$ cat src/rtl/ps2_cmd_sequencer.sv
// PS/2 host-to-keyboard command sequencer: sends one or two command bytes,
// waits for the writer and the keyboard acknowledge, and resends on request.
//
// state       | meaning
// ------------+------------------------------------------------------
// IDLE        | ready for a command, cmd_ready high
// LOAD        | one-cycle tx_load of the current byte
// WAIT_START  | waiting for the writer to raise tx_busy
// WAIT_TX     | writer busy, waiting for tx_busy to fall
// WAIT_ACK    | waiting for FA/FE from the keyboard
// DONE        | one-cycle done pulse
// FAIL        | one-cycle error pulse, err_code valid
module ps2_cmd_sequencer #(
    parameter int TIMEOUT_CYC = 20000,
    parameter int MAX_RETRY   = 3
) (
    input  logic       clk,
    input  logic       rst_n,
    input  logic       cmd_valid,
    input  logic [7:0] cmd_byte0,
    input  logic [7:0] cmd_byte1,
    input  logic       cmd_two,
    output logic       cmd_ready,
    output logic       done,
    output logic       error,
    output logic [1:0] err_code,
    output logic [7:0] tx_data,
    output logic       tx_load,
    input  logic       tx_busy,
    input  logic       tx_error,
    input  logic       rx_valid,
    input  logic [7:0] rx_byte,
    output logic       rx_enable
);

    localparam int RW = (MAX_RETRY < 1) ? 1 : $clog2(MAX_RETRY + 1);
    localparam logic [RW-1:0] RETRY_MAX = RW'(MAX_RETRY);
    localparam logic [15:0] TO_LAST = (TIMEOUT_CYC > 65536) ? 16'hFFFF :
                                      (TIMEOUT_CYC < 1)     ? 16'h0000 :
                                      16'(TIMEOUT_CYC - 1);

    localparam logic [1:0] ERR_NONE    = 2'b00;
    localparam logic [1:0] ERR_TIMEOUT = 2'b01;
    localparam logic [1:0] ERR_RESEND  = 2'b10;
    localparam logic [1:0] ERR_TX      = 2'b11;

    localparam logic [7:0] KB_ACK    = 8'hFA;
    localparam logic [7:0] KB_RESEND = 8'hFE;

    typedef enum logic [2:0] {
        ST_IDLE,
        ST_LOAD,
        ST_WAIT_START,
        ST_WAIT_TX,
        ST_WAIT_ACK,
        ST_DONE,
        ST_FAIL
    } state_t;

    state_t          state;
    logic [15:0]     timer;
    logic [RW-1:0]   retry;
    logic            byte_idx;
    logic [7:0]      byte1_q;
    logic            two_q;
    logic            timed_out;

    assign timed_out = (timer >= TO_LAST);

    // Every state entry restarts the timer and sets the registered outputs
    // for the state being entered.
    task automatic go_to(input state_t nxt);
        state     <= nxt;
        timer     <= '0;
        cmd_ready <= (nxt == ST_IDLE);
        tx_load   <= (nxt == ST_LOAD);
        done      <= (nxt == ST_DONE);
        error     <= (nxt == ST_FAIL);
        rx_enable <= !((nxt == ST_LOAD) || (nxt == ST_WAIT_START) || (nxt == ST_WAIT_TX));
    endtask

    task automatic fail_with(input logic [1:0] code);
        err_code <= code;
        go_to(ST_FAIL);
    endtask

    always_ff @(posedge clk) begin
        if (!rst_n) begin
            state     <= ST_IDLE;
            timer     <= '0;
            retry     <= '0;
            byte_idx  <= 1'b0;
            byte1_q   <= 8'h00;
            two_q     <= 1'b0;
            cmd_ready <= 1'b1;
            done      <= 1'b0;
            error     <= 1'b0;
            err_code  <= ERR_NONE;
            tx_data   <= 8'h00;
            tx_load   <= 1'b0;
            rx_enable <= 1'b1;
        end else begin
            timer <= (timer == 16'hFFFF) ? timer : timer + 16'd1;
            case (state)
                ST_IDLE: begin
                    if (cmd_valid) begin
                        byte1_q  <= cmd_byte1;
                        two_q    <= cmd_two;
                        byte_idx <= 1'b0;
                        retry    <= '0;
                        err_code <= ERR_NONE;
                        tx_data  <= cmd_byte0;
                        go_to(ST_LOAD);
                    end
                end
                ST_LOAD: go_to(ST_WAIT_START);
                ST_WAIT_START: begin
                    if (tx_busy) begin
                        go_to(ST_WAIT_TX);
                    end else if (timed_out) begin
                        fail_with(ERR_TIMEOUT);
                    end
                end
                ST_WAIT_TX: begin
                    // entered with tx_busy high, so a low sample is the falling edge
                    if (!tx_busy) begin
                        if (!tx_error) begin
                            go_to(ST_WAIT_ACK);
                        end else if (retry < RETRY_MAX) begin
                            retry <= retry + 1'b1;
                            go_to(ST_LOAD);
                        end else begin
                            fail_with(ERR_TX);
                        end
                    end else if (timed_out) begin
                        fail_with(ERR_TIMEOUT);
                    end
                end
                ST_WAIT_ACK: begin
                    if (rx_valid && (rx_byte == KB_ACK)) begin
                        if (two_q && !byte_idx) begin
                            byte_idx <= 1'b1;
                            retry    <= '0;
                            tx_data  <= byte1_q;
                            go_to(ST_LOAD);
                        end else begin
                            go_to(ST_DONE);
                        end
                    end else if (rx_valid && (rx_byte == KB_RESEND)) begin
                        if (retry < RETRY_MAX) begin
                            retry <= retry + 1'b1;
                            go_to(ST_LOAD);
                        end else begin
                            fail_with(ERR_RESEND);
                        end
                    end else if (timed_out) begin
                        fail_with(ERR_TIMEOUT);
                    end
                end
                ST_DONE: go_to(ST_IDLE);
                ST_FAIL: go_to(ST_IDLE);
                default: go_to(ST_IDLE);
            endcase
        end
    end

endmodule

$ cat config.mk
export PLATFORM = sky130hd
export DESIGN_NAME = ps2_cmd_sequencer
export DESIGN_NICKNAME = d
export VERILOG_FILES = /design/src/rtl/ps2_cmd_sequencer.sv
export SDC_FILE = /design/constraint.sdc
export NUM_CORES = 1
export LEC_CHECK = 0
export CELL_PAD_IN_SITES_DETAIL_PLACEMENT = 0
export CELL_PAD_IN_SITES_GLOBAL_PLACEMENT = 1
export CORE_MARGIN = 4
export CORE_UTILIZATION = 41
export DETAILED_ROUTE_END_ITERATION = 6
export PLACE_DENSITY = 0.88
export RECOVER_POWER = 100
export REMOVE_ABC_BUFFERS = 1
export SYNTH_ARGS = -nofsm -noshare
export SYNTH_HDL_FRONTEND = slang
export SYNTH_SLANG_ARGS = --single-unit
$ cat constraint.sdc
create_clock -name clk -period 5.8 [get_ports clk]
set_input_delay 1.45 -clock clk [delete_from_list [all_inputs] [get_ports clk]]
set_output_delay 1.45 -clock clk [all_outputs]
set_load 0.01 [all_outputs]
==> summary.txt <==
Outcome
  • Status: completed

Cells and area
  • Area delta synth->final: 22.2%
  • Final #Nets: 368
  • Area of the multi-input gates: 1380 um2
  • N_diodes: 0
  • Post-route insts no fill: around 400
  • Storage element area: 921 um2
  • # fillers: 540
  • Layout cells sized above 1: 0.0653

Power and ir drop
  • Pleak: 1.07 nW
  • P per Cell Area: 242 nW/um2
  • Maximum vdd drop: 0.119 mV

Floorplan
  • Die height: 85.0 um
  • Die width: 85.0 um
  • Num ports: 46
  • Initial Utilization: 0.431
  • Core area: around 5600 um2
  • FP Rows: 27
  • Die area: 7230 um2

Synthesis
  • #FFs+latches synth: 46
  • Post-Syn Area per Cell: between 8 and 9 um2
  • Post-Syn Area: 2430 um2
  • Syn. warnings: 0
  • Post-synthesis instance total: approximately 300
  • Post-synth EDFFs: 0
  • Most instantiated cells after synthesis: nand2_1, dfxtp_1, nor2_1
  • Synth top area share: 0.378
  • Seq/Total Area, Yosys: 0.378
  • Cell accounting for the most synthesized area: dfxtp_1
  • Count leader, synth: nand2_1
  • FFs w/ async S/R, synth: 0
  • Area contributors post-synth: dfxtp_1, nand2_1, nor2_1
  • Top_reg_cell synth: dfxtp_1
  • Netlist cell types: 54

Clocking
  • Hold_buf cts: 0
  • Clock root cell: clkbuf_8
  • CTS clock-pin slew for the worst setup and hold paths: ~0.09 ns
  • Sink Count: 46
  • CTS HTree Levels: 2
  • Clock insertion delay at the later pin of the skew report: 0.30 ns
  • # Post-CTS Setup Buffers: 0
  • Post-CTS resize count: 0
  • CTS tree: built
  • Num CTS Buffers: 5
  • Clock buffer depth: 2

Placed design
  • RD Place Congestion: 0.856
  • Port buffer count: 45
  • Placed insts: between 400 and 500
  • HPWL Detailed: 4.51 mm

Route
  • DRT Pass-1 Iters: 4
  • Highest Signal Layer: met4
  • Met3 wire length: 338 um
  • DRT met1 WL: 2.82 mm
  • Via/cell ratio: 5.58
  • DR vias: 2282
  • DRC: 0
  • Final wirelength: a little over 6 mm
  • WL/cell: 14.9 um
  • Met2 Routed Length: 2.89 mm
  • Detail Route Antenna Nets: 0
  • DR iter-0 viols: 202

STA
  • Post-route setup TNS: 0 ns
  • Worst-Margin Slew: 1.32 ns
  • Clock Skew: around 0.0062 ns
  • Crit share post-route: 0.657
  • Endpoints failing hold: 0
  • Final setup vio count: 0
  • Unrepaired setup endpoints after global routing: no
  • Final max-slew violation count: 0
  • Max Freq: ~260 MHz
  • Period minus WS final: 3.81 ns
  • Slew headroom: 0.120

Critical path
  • CP max stage cell: a41o_1
  • Critical-path cell list: dlygate4sd3_1, nand4b_1, nor3_1, a41o_1, nor2_1, a311oi_2
  • Crit path largest cell delay: 0.77 ns
  • Worst Setup End Kind: flop
  • Worst reg2reg path depth: 5
  • Flop2flop setup slack: 2.68 ns
  • FF-to-FF End: tx_data[1]$_SDFFE_PN0P_
  • CP startpoint kind: primary input
  • Kind of critical path: primary input to flop
  • Critical-path maximum fanout: 18
  • CP required: between 6 and 7 ns
  • Worst EP arrival: ~4 ns
  • FF-to-FF Start: state[2]$_SDFFE_PN0N_

Min path
  • Hold Path Depth: 2
  • Worst Hold Path EP: byte1_q[2]$_SDFFE_PN0P_
  • Worst min-delay path category: flop to flop
  • Worst hold start: byte1_q[2]$_SDFFE_PN0P_

Global route
  • Total grt overflow: 0
  • First-pass GRT wire length: 10.3 mm
  • Total track usage: 0.175
  • Initial antenna violation count: 0
  • Largest net degree at the start of global routing: 24
  • Vias in the first global route: 2163

Run
  • Max Cap Viol: 0
-- cell families after synthesis --
group	count (synthesis)	synth area share
flip-flops	46	0.378
adder cells (fa/ha/maj)	1	0.00514
AND/OR/NAND/NOR	150	0.308
buffers and inverters	20	0.0463
XOR/XNOR	8	0.0288
multiplexers	3	0.0123
AO/OA/AOI/OAI	71	0.221
-- stage by stage --
stage	instance area, um2	hold WS, ns	utilization	power [mW]	setup WS (ns)
after floorplan	2340	0.437	-	0.431	2.80
after global placement	2880	0.443	0.511	0.492	2.11
after detailed placement	2880	0.450	0.511	0.493	2.00
after CTS	2990	0.462	0.530	0.732	2.32
after global routing	2970	0.484	0.527	0.756	1.79
final	2970	0.461	0.527	0.719	1.99
-- state kept, by name (all words and copies together) (netlist names) --
register,cells
byte1_q,8
byte_idx,1
cmd_ready,1
done,1
err_code,2
error,1
retry,2
rx_enable,1
state,3
timer,16
two_q,1
tx_data,8
tx_load,1
-- cell type report --
class / count / area share
multi-input combinational: 233 / 0.465
sequential: 46 / 0.310
timing repair buffer: 45 / 0.152
tap: 72 / 0.0303
clock buffer: 6 / 0.0244
clock inverter: 2 / 0.0126
inverter: 5 / 0.00631
-- where the power goes --
| group | switching [mW] | internal, mW | leakage, nW | total, mW |
|---|---|---|---|---|
| clock network | 0.110 | 0.129 | 0.0514 | 0.239 |
| registers | 0.0152 | 0.335 | 0.375 | 0.350 |
| logic | 0.0681 | 0.0627 | 0.643 | 0.131 |
| total | 0.193 | 0.526 | 1.07 | 0.719 |
-- cells in the final DEF (no fill, tap or decap), types with 4 or more instances in the layout --
| master | synthesis | final |
|---|---|---|
| nand4b_1 | 4 | 4 |
| dlygate4sd3_1 | 0 | 18 |
| clkbuf_8 | 1 | 5 |
| and3_1 | 4 | 4 |
| nor2_1 | 36 | 36 |
| nand2b_1 | 8 | 8 |
| a21oi_1 | 16 | 16 |
| inv_1 | 5 | 5 |
| nand4_1 | 8 | 8 |
| a311oi_2 | 8 | 8 |
| o21ai_0 | 11 | 11 |
| nor2b_1 | 4 | 4 |
| a31oi_1 | 7 | 7 |
| dfxtp_1 | 46 | 46 |
| nor3_1 | 9 | 10 |
| clkdlybuf4s50_1 | 0 | 27 |
| nand3_1 | 7 | 7 |
| o211ai_1 | 4 | 4 |
| xor2_1 | 5 | 5 |
| nand2_1 | 50 | 50 |
-- critical path, delay by kind of cell --
family	cells	cell delay (ns)
and+or+nand+nor	3	0.99
buffers and inverters	1	0.55
AOI/OAI and AO/OA	2	1.03
-- worst max path at each step --
stage | startpoint | depth (start not counted) | end | slack [ns]
floorplan | rx_byte[0] | 5 | tx_data[1]$_SDFFE_PN0P_ | 2.80
global placement | cmd_valid | 5 | tx_data[7]$_SDFFE_PN0P_ | 2.11
detailed placement | cmd_valid | 5 | tx_data[1]$_SDFFE_PN0P_ | 2.00
CTS | cmd_valid | 5 | tx_data[1]$_SDFFE_PN0P_ | 2.32
global route | rx_byte[0] | 6 | tx_data[6]$_SDFFE_PN0P_ | 1.79
finish | rx_byte[0] | 6 | tx_data[1]$_SDFFE_PN0P_ | 1.99
-- routing by layer --
| layer | track usage | vias to the layer above |
|---|---|---|
| met5 | 0 | - |
| li1 | - | 1163 |
| met1 | 0.231 | 1051 |
| met3 | 0.0495 | 6 |
| met4 | 0.0576 | 0 |
| met2 | 0.274 | 62 |
Power figures use the tool's default switching activity.
